[src/rtl/pwm_multi.sv]
// pwm_multi: multi-channel PWM generator.
// One shared period counter feeds CHANNELS compare channels. It supports
// edge-aligned and center-aligned counting and per-channel output inversion.
// New settings are captured into a shadow set on load. They are copied into
// the active set only at a period boundary, so an update never produces a
// truncated or stretched pulse.
module pwm_multi #(
  parameter int WIDTH    = 12,
  parameter int CHANNELS = 4
) (
  input  logic                      clk,
  input  logic                      rst,
  input  logic [WIDTH-1:0]          period,
  input  logic [CHANNELS*WIDTH-1:0] compare,
  input  logic                      center,
  input  logic [CHANNELS-1:0]       invert,
  input  logic                      load,
  output logic                      pending,
  output logic                      sync,
  output logic [CHANNELS-1:0]       m
);

  localparam logic [WIDTH-1:0] ONE = {{(WIDTH-1){1'b0}}, 1'b1};

  // Shadow set: written by load, waits for the next boundary.
  logic [WIDTH-1:0]          sh_period_reg;
  logic [CHANNELS*WIDTH-1:0] sh_cmp_reg;
  logic                      sh_center_reg;
  logic [CHANNELS-1:0]       sh_invert_reg;

  // Active set: drives the counter and the compare channels.
  logic [WIDTH-1:0]          act_period_reg;
  logic [CHANNELS*WIDTH-1:0] act_cmp_reg;
  logic                      act_center_reg;
  logic [CHANNELS-1:0]       act_invert_reg;

  logic [WIDTH-1:0]          ctr_reg, ctr_next;
  logic                      dir_down_reg, dir_down_next;
  logic                      pending_reg, pending_next;
  logic                      sync_reg;
  logic [CHANNELS-1:0]       m_reg, m_next;
  logic                      boundary;
  logic                      transfer;

  // Boundary detection for the current count under the active settings.
  always_comb begin
    boundary = 1'b0;
    if (act_period_reg == '0) begin
      boundary = 1'b1;
    end else if (!act_center_reg) begin
      boundary = (ctr_reg == act_period_reg);
    end else begin
      // A center period of 1 has no descending phase, so it ends at the top.
      boundary = (dir_down_reg && (ctr_reg == ONE)) ||
                 ((ctr_reg == act_period_reg) && (act_period_reg <= ONE));
    end
  end

  assign transfer = boundary && pending_reg;

  // Counter and direction update. Every boundary restarts the count at 0 going up.
  always_comb begin
    ctr_next      = ctr_reg;
    dir_down_next = dir_down_reg;
    if (boundary) begin
      ctr_next      = '0;
      dir_down_next = 1'b0;
    end else if (!act_center_reg) begin
      ctr_next = ctr_reg + ONE;
    end else if (!dir_down_reg) begin
      if (ctr_reg == act_period_reg) begin
        ctr_next      = ctr_reg - ONE;
        dir_down_next = 1'b1;
      end else begin
        ctr_next = ctr_reg + ONE;
      end
    end else begin
      ctr_next = ctr_reg - ONE;
    end
  end

  // Pending flag. A load always leaves a set waiting; otherwise a boundary consumes it.
  always_comb begin
    pending_next = pending_reg;
    if (load) begin
      pending_next = 1'b1;
    end else if (boundary) begin
      pending_next = 1'b0;
    end
  end

  // Per-channel compare with optional inversion.
  genvar gi;
  generate
    for (gi = 0; gi < CHANNELS; gi++) begin : g_ch
      assign m_next[gi] = (act_cmp_reg[gi*WIDTH +: WIDTH] > ctr_reg) ^ act_invert_reg[gi];
    end
  endgenerate

  // Shadow capture on load and the pending flag.
  always_ff @(posedge clk) begin
    if (rst) begin
      sh_period_reg <= '1;
      sh_cmp_reg    <= '0;
      sh_center_reg <= 1'b0;
      sh_invert_reg <= '0;
      pending_reg   <= 1'b0;
    end else begin
      if (load) begin
        sh_period_reg <= period;
        sh_cmp_reg    <= compare;
        sh_center_reg <= center;
        sh_invert_reg <= invert;
      end
      pending_reg <= pending_next;
    end
  end

  // Active set update. The copy uses the shadow value from before any same-cycle load.
  always_ff @(posedge clk) begin
    if (rst) begin
      act_period_reg <= '1;
      act_cmp_reg    <= '0;
      act_center_reg <= 1'b0;
      act_invert_reg <= '0;
    end else if (transfer) begin
      act_period_reg <= sh_period_reg;
      act_cmp_reg    <= sh_cmp_reg;
      act_center_reg <= sh_center_reg;
      act_invert_reg <= sh_invert_reg;
    end
  end

  // Shared period counter.
  always_ff @(posedge clk) begin
    if (rst) begin
      ctr_reg      <= '0;
      dir_down_reg <= 1'b0;
    end else begin
      ctr_reg      <= ctr_next;
      dir_down_reg <= dir_down_next;
    end
  end

  // Registered outputs, one cycle behind the count they describe.
  always_ff @(posedge clk) begin
    if (rst) begin
      m_reg    <= '0;
      sync_reg <= 1'b0;
    end else begin
      m_reg    <= m_next;
      sync_reg <= boundary;
    end
  end

  assign m       = m_reg;
  assign sync    = sync_reg;
  assign pending = pending_reg;

endmodule

[config.mk]
export PLATFORM = sky130hd
export DESIGN_NAME = pwm_multi
export DESIGN_NICKNAME = d
export VERILOG_FILES = /design/src/rtl/pwm_multi.sv
export SDC_FILE = /design/constraint.sdc
export NUM_CORES = 1
export LEC_CHECK = 0
export ABC_AREA = 1
export BUFFER_PORTS_ARGS = -buffer_cell sky130_fd_sc_hd__buf_4
export CAP_MARGIN = 20
export CORE_MARGIN = 8
export CORE_UTILIZATION = 54
export DETAILED_ROUTE_END_ITERATION = 7
export PLACE_DENSITY_LB_ADDON = 0.1
export SLEW_MARGIN = 25
export SYNTH_ARGS = -nofsm -noshare
export SYNTH_HDL_FRONTEND = slang
export SYNTH_SLANG_ARGS = --single-unit
[constraint.sdc]
create_clock -name clk -period 2.1 [get_ports clk]
set_clock_uncertainty 0.2 [all_clocks]
set_input_delay 0 -clock clk [delete_from_list [all_inputs] [get_ports clk]]
set_output_delay 0 -clock clk [all_outputs]
set_load 0.02 [all_outputs]
==> results of run 1 <==
==> routing by layer <==
metal	wire length (µm)	global-route usage
met1	9010	0.283
met2	8870	0.353
met3	1000	0.0431
met4	365	0.0757
met5	0	0
==> cell type report <==
type	count	area, µm²	area share
clock buffers	22	484	0.0493
clock inverters	10	143	0.0145
inverters	104	399	0.0406
multi-input cells	706	3710	0.378
flip-flops and latches	149	2990	0.305
well taps	176	220	0.0224
repair buffers	203	1870	0.191
==> power groups by stage <==
stage | clock (mW) | combinational, mW | sequential (mW)
floorplan | 0 | 0.372 | 3.03
global placement | 0 | 0.607 | 3.03
detailed placement | 0 | 0.611 | 3.03
CTS | 3.23 | 0.736 | 2.97
global route | 3.34 | 0.840 | 2.99
finish | 3.20 | 0.748 | 2.98
==> cells by family after synthesis <==
| kind of cell | Yosys count | share of synthesized area |
|---|---|---|
| AND/OR/NAND/NOR | 431 | 0.245 |
| AO/OA/AOI/OAI | 205 | 0.144 |
| flip-flops | 149 | 0.405 |
| buffers and inverters | 164 | 0.0972 |
| XOR/XNOR | 19 | 0.0226 |
| adder cells (fa/ha/maj) | 51 | 0.0866 |
==> through the flow <==
step                hold WS [ps]   util  cell area (µm²)
CTS                          158  0.731             9720
global placement            11.5  0.623             8290
global route                 180  0.739             9820
detailed placement          14.3  0.623             8290
floorplan                   -131      -             7370
finish                       170  0.739             9820
==> worst max-delay path, cell delays in order, from the launching register on <==
cell and delay (ps):
dfxtp_2 360, inv_4 70, buf_4 160, ha_1 270, inv_1 50, nor2_1 130
nor2_1 60, o21ai_0 210, nand3_1 100, nand3_1 110, nand3_1 70, a21oi_1 170
==> worst max-delay path by stage <==
stage | slack, ps | end | startpoint | depth (start not counted)
after floorplan | 300 | m[1] | ctr_reg[9] | 10
after CTS | 50 | m[1] | ctr_reg[11] | 9
after global routing | -120 | m[2] | ctr_reg[1] | 11
final | 70 | m[2] | ctr_reg[1] | 11
after global placement | -190 | m[3] | ctr_reg[11] | 9
after detailed placement | -180 | m[3] | ctr_reg[11] | 9
==> layout by cell type, fill, tap and decap left out, types with 17 or more instances in the layout <==
cell,instances
a21oi_1,129
buf_4,112
clkbuf_16,19
dfxtp_1,143
dlygate4sd3_1,79
ha_1,51
inv_1,89
nand2_1,194
nand3_1,114
nor2_1,99
o21ai_0,63
xor2_1,17
==> timing repair <==
item | CTS | global route
hold buffers | 79 | 0
gates resized for setup | 7 | 16
endpoints found under the setup margin | 3 | 83
pin swaps | 0 | 6
gates cloned | 0 | 2
setup buffers | 0 | 0
endpoints found under the hold margin | 84 | 0
==> impl_results.md, run 1 <==
- Total power: 6.93 mW
- Upper clock frequency limit: 0.492 GHz
- Measured slew at the worst slew-check pin: 374 ps
- Starting Density: 0.554
- Die span in x: 133 µm
- Worst R2R Path Depth: 11
- Mapped Avg Cell Area: 7.23 µm²
- CTS HTree Levels: 4
- Pwr dens: 705 nW/µm²
- IO Count: 74
- Slew headroom: 0.751
- Register area share after synthesis: 0.405
- WL/cell: 14.0 µm
- Comb power frac: 0.108
- Port bufs: 73
- Detailed-route DRC error count: 0
- Vias in the first global route: 6,677
- Main synth FF type: dfxtp_1
- EDFF count, synth: 0
- TNS Setup: 0 ps
- RePlAce Congestion: 0.874
- Worst-skew pair later-pin latency: 420 ps
- Hold_sp: rst
- Final Hold Viols: 0
- Synth top area share: 0.405
- Max_cap viols: 0
- Slew Limit Fails: 0
- Sink Count: 149
- Internal power: 5.29 mW
- Lkg Pwr: 4.52 nW
- Count leader, synth: nand2_1
- Data required, critical path: 2250 ps
- Startpoint Class: register
- RSZ-0062 raised after global routing: yes
- Syn Nets: 1,138
- Largest area contributor in the netlist: dfxtp_1
- Mapped cell area: 7370 µm²
- Worst path arrival time: 2180 ps
- FF-to-FF Start: ctr_reg[1]
- Sequential Power Share: 0.430
- Syn Inst Count: 1,019
- Synthesis Warnings: 0
- Layout Area Growth over Synthesis: 33.3%
- Hold Path Class: in2reg
- Setup violators final: 0
- Row Count: 42
- Reg-to-Reg End: m[2]
- Grt ovf: 0
- Layout net count: 1,300
- Post-Place Cells: 1,257
- Total CTS buffers: 17
- Async set-reset flop share out of synthesis: 0
- Core Region: 13,300 µm²
- Clk root buf: clkbuf_16
- All-Layer GR Usage: 0.218
- Dominant cells by area after synthesis: dfxtp_1 (40%), nand2_1 (9.9%), a21oi_1 (8.8%), ha_1 (8.7%), nand3_1 (7.8%)
- CTS tree: built
- ANT nets after route: 0
- Die area: 17,600 µm²
- Post-DP HPWL: 12,200 µm
- Clock share of power: 0.462
- Hold depth: 3
- Top cells by count, synth: nand2_1 (194), dfxtp_1 (149), a21oi_1 (129)
- Status: finished clean
- Switching Fraction: 0.237
- Synth unique cells: 26
- First-pass GRT wire length: 32,100 µm
- Final std cells w/o fill: 1,370
- P_sw: 1.64 mW
- # fillers: 1,006
- Initial antenna violation count: 0
- Routed via count: 7,127
- Kind of critical path: reg2reg
- Fin crit share: 0.968
- Die height: 133 µm
- DR iter-0 viols: 511
- Via density per instance: 5.20
- CTS max path bufs: 2
- Dpl ws: -179 ps
- DRT Wirelength: 19,200 µm
- Clock-pin slew of the registers on the worst-case setup and hold paths: 60 ps
- Register bit count reported by yosys: 149
- Worst VDD drop: 0.000571 V
- Share of cells above drive strength 1: 0.161
- Final Critical Period: 2030 ps
- Min-Delay Endpoint: m[2]
- R2r setup slk: 70 ps
- Antenna cells: 0
- Final WS setup: 66.3 ps
- Largest net degree at the start of global routing: 90
- Drt pass-1 iters: 5
- CP endpoint kind: register
- Worst Path Max Fanout: 6
No activity file was read; power rests on OpenSTA's default activity.
==> run 2, diff against run 1 <==
--- a/config.mk
+++ b/config.mk
@@ -5,11 +5,10 @@
 export SDC_FILE = /design/constraint.sdc
 export NUM_CORES = 1
 export LEC_CHECK = 0
-export ABC_AREA = 1
 export BUFFER_PORTS_ARGS = -buffer_cell sky130_fd_sc_hd__buf_4
 export CAP_MARGIN = 20
 export CORE_MARGIN = 8
-export CORE_UTILIZATION = 54
+export CORE_UTILIZATION = 53
 export DETAILED_ROUTE_END_ITERATION = 7
 export PLACE_DENSITY_LB_ADDON = 0.1
 export SLEW_MARGIN = 25
==> constraint.sdc (replaced) <==
create_clock -name clk -period 1.7 [get_ports clk]
set_clock_uncertainty 0.2 [all_clocks]
set_input_delay 0 -clock clk [delete_from_list [all_inputs] [get_ports clk]]
set_output_delay 0 -clock clk [all_outputs]
set_load 0.02 [all_outputs]
==> impl_results.md, run 2 <==
- RePlAce Congestion: 0.880
- Post-Place Cells: 1,027
- Hold Path Class: reg2reg
- Pwr dens: 834 nW/µm²
- DR iter-0 viols: 549
- Vias in the first global route: 6,874
- Synthesis Warnings: 0
- Count leader, synth: dfxtp_1
- Register bit count reported by yosys: 149
- Worst path buffer plus inverter count: 2
- Crit-path slowest cell: dfxtp_4
- Largest area contributor in the netlist: dfxtp_1
- Worst VDD drop: 0.000811 V
- Mapped Avg Cell Area: 8.90 µm²
- Synth unique cells: 41
- Async set-reset flop share out of synthesis: 0
- Worst path arrival time: 2580 ps
- Core Region: 12,600 µm²
- Mapped cell area: 6830 µm²
- EDFF count, synth: 0
- All-Layer GR Usage: 0.245
- Register area share after synthesis: 0.437
- WL/cell: 20.8 µm
- Total power: 9.28 mW
- Slew Limit Fails: 0
- Sink Count: 149
- Startpoint Class: register
- Die height: 130 µm
- CTS tree: built
- RSZ-0062 raised after global routing: yes
- Final Critical Period: 2450 ps
- Data required, critical path: 1830 ps
- Crit path cell chain: clkinvlp_4 -> buf_4 -> ha_1 -> nand4_1 -> nor3_2 -> a21oi_1 -> o21a_1 -> mux2_2
- Grt ovf: 0
- Final std cells w/o fill: 1,220
- DRT Wirelength: 25,300 µm
- Dominant cells by area after synthesis: dfxtp_1 (44%), ha_1 (9.3%), mux2i_1 (9.2%), nand2_1 (7.5%), a21oi_1 (5.0%)
- Largest net degree at the start of global routing: 86
- # fillers: 559
- Routed via count: 7,016
- Multi-input gate area: 4240 µm²
- Max_cap viols: 0
- Top cells by count, synth: dfxtp_1 (149), nand2_1 (136), nor2_1 (79)
- FF-to-FF Start: ctr_reg[2]
- Die span in x: 130 µm
- Starting Density: 0.541
- Most frequent cells in the layout: dfxtp_1 (133), dlygate4sd3_1 (132), buf_4 (123), nand2_1 (108), nor2_1 (69)
- Failing checks: negative setup slack
- Setup violators final: 84
- R2r setup slk: -750 ps
- Fin area: 11,100 µm²
- Via density per instance: 5.75
- Layout Area Growth over Synthesis: 62.8%
- Total CTS buffers: 17
- CTS max path bufs: 2
- Fin crit share: 1.44
- Most common cell after layout, fill and taps aside: dfxtp_1
- Syn Nets: 887
- Worst R2R Path Depth: 8
- Post-DP HPWL: 11,600 µm
- Antenna cells: 0
- CTS HTree Levels: 4
- Reg-to-Reg End: m[0]
- Layout net count: 1,154
- Final WS setup: -754 ps
- Clk root buf: clkbuf_16
- Levels on crit path: 8
- Status: finished with violations
- Clock-pin slew of the registers on the worst-case setup and hold paths: 60 ps
- Kind of critical path: reg2reg
- Detailed-route DRC error count: 0
- IO Count: 74
- Share of cells above drive strength 1: 0.312
- Critical Path Source: ctr_reg[2]
- Final core occ: 0.882
- Register area: 3010 µm²
- Hold depth: 2
- Synth top area share: 0.437
- Worst-skew pair later-pin latency: 450 ps
- Final Hold Viols: 0
- Die area: 16,800 µm²
- Port bufs: 73
- Row Count: 41
- Placed Area: 8000 µm²
- Slowest stage delay, CP: 380 ps
- First-pass GRT wire length: 32,600 µm
- Initial antenna violation count: 0
- Slew headroom: 0.637
- Lkg Pwr: 4.93 nW
- Main synth FF type: dfxtp_1
- Upper clock frequency limit: 0.407 GHz
- Dpl ws: -524 ps
- Worst setup endpoint: m[0]
- Worst Path Max Fanout: 4
- CP endpoint kind: register
- Measured slew at the worst slew-check pin: 545 ps
- Syn Inst Count: 768
- Crit path max-delay family: compound AO/OA/AOI/OAI gates
- ANT nets after route: 0
- Drt pass-1 iters: 5
## run 2: cell type report
cell class                 instances  share of cell area
tap                              172              0.0193
clock buffer                      19              0.0398
multi-input combinational        553               0.381
inverter                          22             0.00855
sequential                       149               0.271
clock inverter                    13              0.0227
timing repair buffer             292               0.257
## run 2: what timing repair did
item,CTS,global route
resized for setup,35,135
endpoints found under the setup margin,84,96
buffers inserted,5,15
hold buffers,132,0
endpoints found under the hold margin,140,0
cloned,2,7
pin swaps,17,37
## run 2: worst min path at each step
stage,from,endpoint,slack (ps)
finish,sh_cmp_reg[26],act_cmp_reg[26],260
global route,sh_center_reg,act_center_reg,280
detailed placement,period[6],sh_period_reg[6],10
global placement,period[8],sh_period_reg[8],7
CTS,sh_cmp_reg[27],act_cmp_reg[27],260
floorplan,period[0],sh_period_reg[0],-80
## run 2: stage by stage
| step | hold slack, ps | setup TNS [ps] |
|---|---|---|
| 2_1_floorplan | -82.1 | -41480 |
| 3_3_place_gp | 7.26 | -35210 |
| 3_5_place_dp | 13.6 | -40200 |
| 4_1_cts | 258 | -40050 |
| 5_1_grt | 276 | -58630 |
| 6_report | 258 | -52950 |
## run 2: worst min-delay path: stages (launching register included)
cell and delay (ps):
dfxtp_1 310, nand2_1 50, a21oi_1 50
## run 2: kinds of logic after synthesis
logic type,synth area share
xor+xnor,0.0295
simple gates,0.197
buf+inv,0.0410
mux,0.0972
flops,0.437
compound gates,0.105
fa+ha+maj,0.0934
## run 2: where the power goes
group          internal, mW  leakage [nW]  total [mW]  switching [mW]
registers              3.60          1.22        3.67          0.0736
clock network          2.94         0.333        4.51            1.58
logic                 0.626          3.37        1.09           0.466
## run 2: per-layer routing
metal,part of all wire,global-route usage,up-vias
met5,0,0,-
met4,0.047,0.102,0
met3,0.062,0.0575,111
met2,0.51,0.430,310
met1,0.38,0.280,3429
li1,-,-,3166
==> run 3, diff against run 2 <==
--- a/config.mk
+++ b/config.mk
@@ -9,8 +9,10 @@
 export CAP_MARGIN = 20
 export CORE_MARGIN = 8
 export CORE_UTILIZATION = 53
+export CTS_CLUSTER_DIAMETER = 120
 export DETAILED_ROUTE_END_ITERATION = 7
 export PLACE_DENSITY_LB_ADDON = 0.1
+export RECOVER_POWER = 100
 export SLEW_MARGIN = 25
 export SYNTH_ARGS = -nofsm -noshare
 export SYNTH_HDL_FRONTEND = slang
==> impl_results.md, run 3 (synthesis results as in run 2) <==
- Status: finished with violations
- Measured slew at the worst slew-check pin: 523 ps
- Drt pass-1 iters: 6
- Sink Count: 149
- RSZ-0062 raised after global routing: yes
- Worst-skew pair later-pin latency: 450 ps
- Initial antenna violation count: 0
- CTS tree: built
- CTS HTree Levels: 4
- FF-to-FF Start: ctr_reg[2]
- Placed Area: 8000 µm²
- Final std cells w/o fill: 1,220
- Fin area: 11,100 µm²
- IO Count: 74
- Via density per instance: 5.75
- WHS: 255 ps
- Vias in the first global route: 6,874
- Grt ovf: 0
- Setup violators final: 84
- Worst path arrival time: 2590 ps
- # fillers: 566
- ANT nets after route: 0
- Final WS setup: -762 ps
- Most common cell after layout, fill and taps aside: dfxtp_1
- Clk root buf: clkbuf_16
- Lkg Pwr: 4.91 nW
- First-pass GRT wire length: 32,600 µm
- DRT Wirelength: 25,400 µm
- Hold Path Class: reg2reg
- Startpoint Class: register
- Largest net degree at the start of global routing: 86
- Post-Place Cells: 1,027
- Die span in x: 130 µm
- Die area: 16,800 µm²
- Data required, critical path: 1830 ps
- CP endpoint kind: register
- Antenna cells: 0
- Routed via count: 7,010
- Total CTS buffers: 17
- Pwr dens: 835 nW/µm²
- Max_cap viols: 0
- CTS max path bufs: 2
- Share of cells above drive strength 1: 0.307
- Die height: 130 µm
- Row Count: 41
- Crit path cell chain: clkinvlp_4 -> buf_4 -> ha_1 -> nand4_1 -> nor3_2 -> a21oi_1 -> o21a_1 -> mux2_2
- Crit path max-delay family: compound AO/OA/AOI/OAI gates
- Slew Limit Fails: 0
- All-Layer GR Usage: 0.245
- Kind of critical path: reg2reg
- Worst VDD drop: 0.000811 V
- Final Critical Period: 2460 ps
- WL/cell: 20.8 µm
- Worst path buffer plus inverter count: 2
- Clock-pin slew of the registers on the worst-case setup and hold paths: 70 ps
- Most frequent cells in the layout: dfxtp_1 (133), dlygate4sd3_1 (132), buf_4 (118), nand2_1 (108), nor2_1 (69)
- Slowest stage delay, CP: 380 ps
- Worst Path Max Fanout: 4
- Layout net count: 1,154
- Failing checks: negative setup slack
- Register area: 3010 µm²
- Hold_sp: sh_cmp_reg[26]
- Total power: 9.27 mW
- Port bufs: 73
- Starting Density: 0.541
- DR iter-0 viols: 558
- Layout Area Growth over Synthesis: 62.6%
- RePlAce Congestion: 0.880
- Crit-path slowest cell: dfxtp_4
- Core Region: 12,600 µm²
- Slew headroom: 0.652
- Final Hold Viols: 0
- Fin crit share: 1.45
- Post-DP HPWL: 11,600 µm
- Detailed-route DRC error count: 0
- Critical Path Source: ctr_reg[2]
- Multi-input gate area: 4240 µm²
- Upper clock frequency limit: 0.406 GHz
==> run 3: changes by cell type in the layout (fill, tap and decap cells not counted) <==
cell      before  now
buf_4        123  118
clkbuf_1       1    6
==> run 3: final cells by class <==
| type | count | share of cell area |
|---|---|---|
| Clock buffer | 19 | 0.0399 |
| Multi-Input combinational cell | 553 | 0.382 |
| Sequential cell | 149 | 0.271 |
| Timing Repair Buffer | 292 | 0.256 |
| Tap cell | 172 | 0.0194 |
| Clock inverter | 13 | 0.0228 |
| Inverter | 22 | 0.00856 |
==> run 3: what timing repair did <==
action	CTS	global route
setup endpoints to repair	84	96
gates cloned	2	7
hold buffers	132	0
pin swaps	17	37
resized for setup	35	135
buffers inserted	5	15
hold endpoints to repair	140	0
==> run 3: layer usage <==
layer / vias up / GRT usage / share of wire
li1: 3162 / - / -
met1: 3417 / 0.280 / 0.38
met2: 326 / 0.430 / 0.51
met3: 105 / 0.0575 / 0.063
met4: 0 / 0.102 / 0.043
met5: - / 0 / 0
==> run 3: worst reg2reg max path: stages (launching register included) <==
cell and delay [ps]:
dfxtp_4 380, clkinvlp_4 150, buf_4 200, ha_1 310
nand4_1 130, nor3_2 60, a21oi_1 300, o21a_1 240
mux2_2 370
==> run 3: per-stage QoR <==
stage | worst slack (ps) | util | TNS [ps]
finish | -762 | 0.880 | -53700
floorplan | -572 | - | -41480
detailed placement | -524 | 0.634 | -40200
global placement | -466 | 0.634 | -35210
global route | -816 | 0.880 | -58630
CTS | -538 | 0.813 | -40050
==> run 3: power breakdown <==
group          total [mW]  leakage [nW]  switching (mW)  internal, mW
sequential           3.67          1.22          0.0733          3.60
clock                4.51         0.333            1.58          2.94
combinational        1.09          3.35           0.467         0.618
==> run 3: worst paths after layout <==
| kind | to | slack, ps | cells past startpoint |
|---|---|---|---|
| max | m[0] | -760 | 8 |
| min | act_cmp_reg[26] | 260 | 2 |
| max reg2reg | m[0] | -760 | 8 |
| min reg2reg | act_cmp_reg[26] | 260 | 2 |
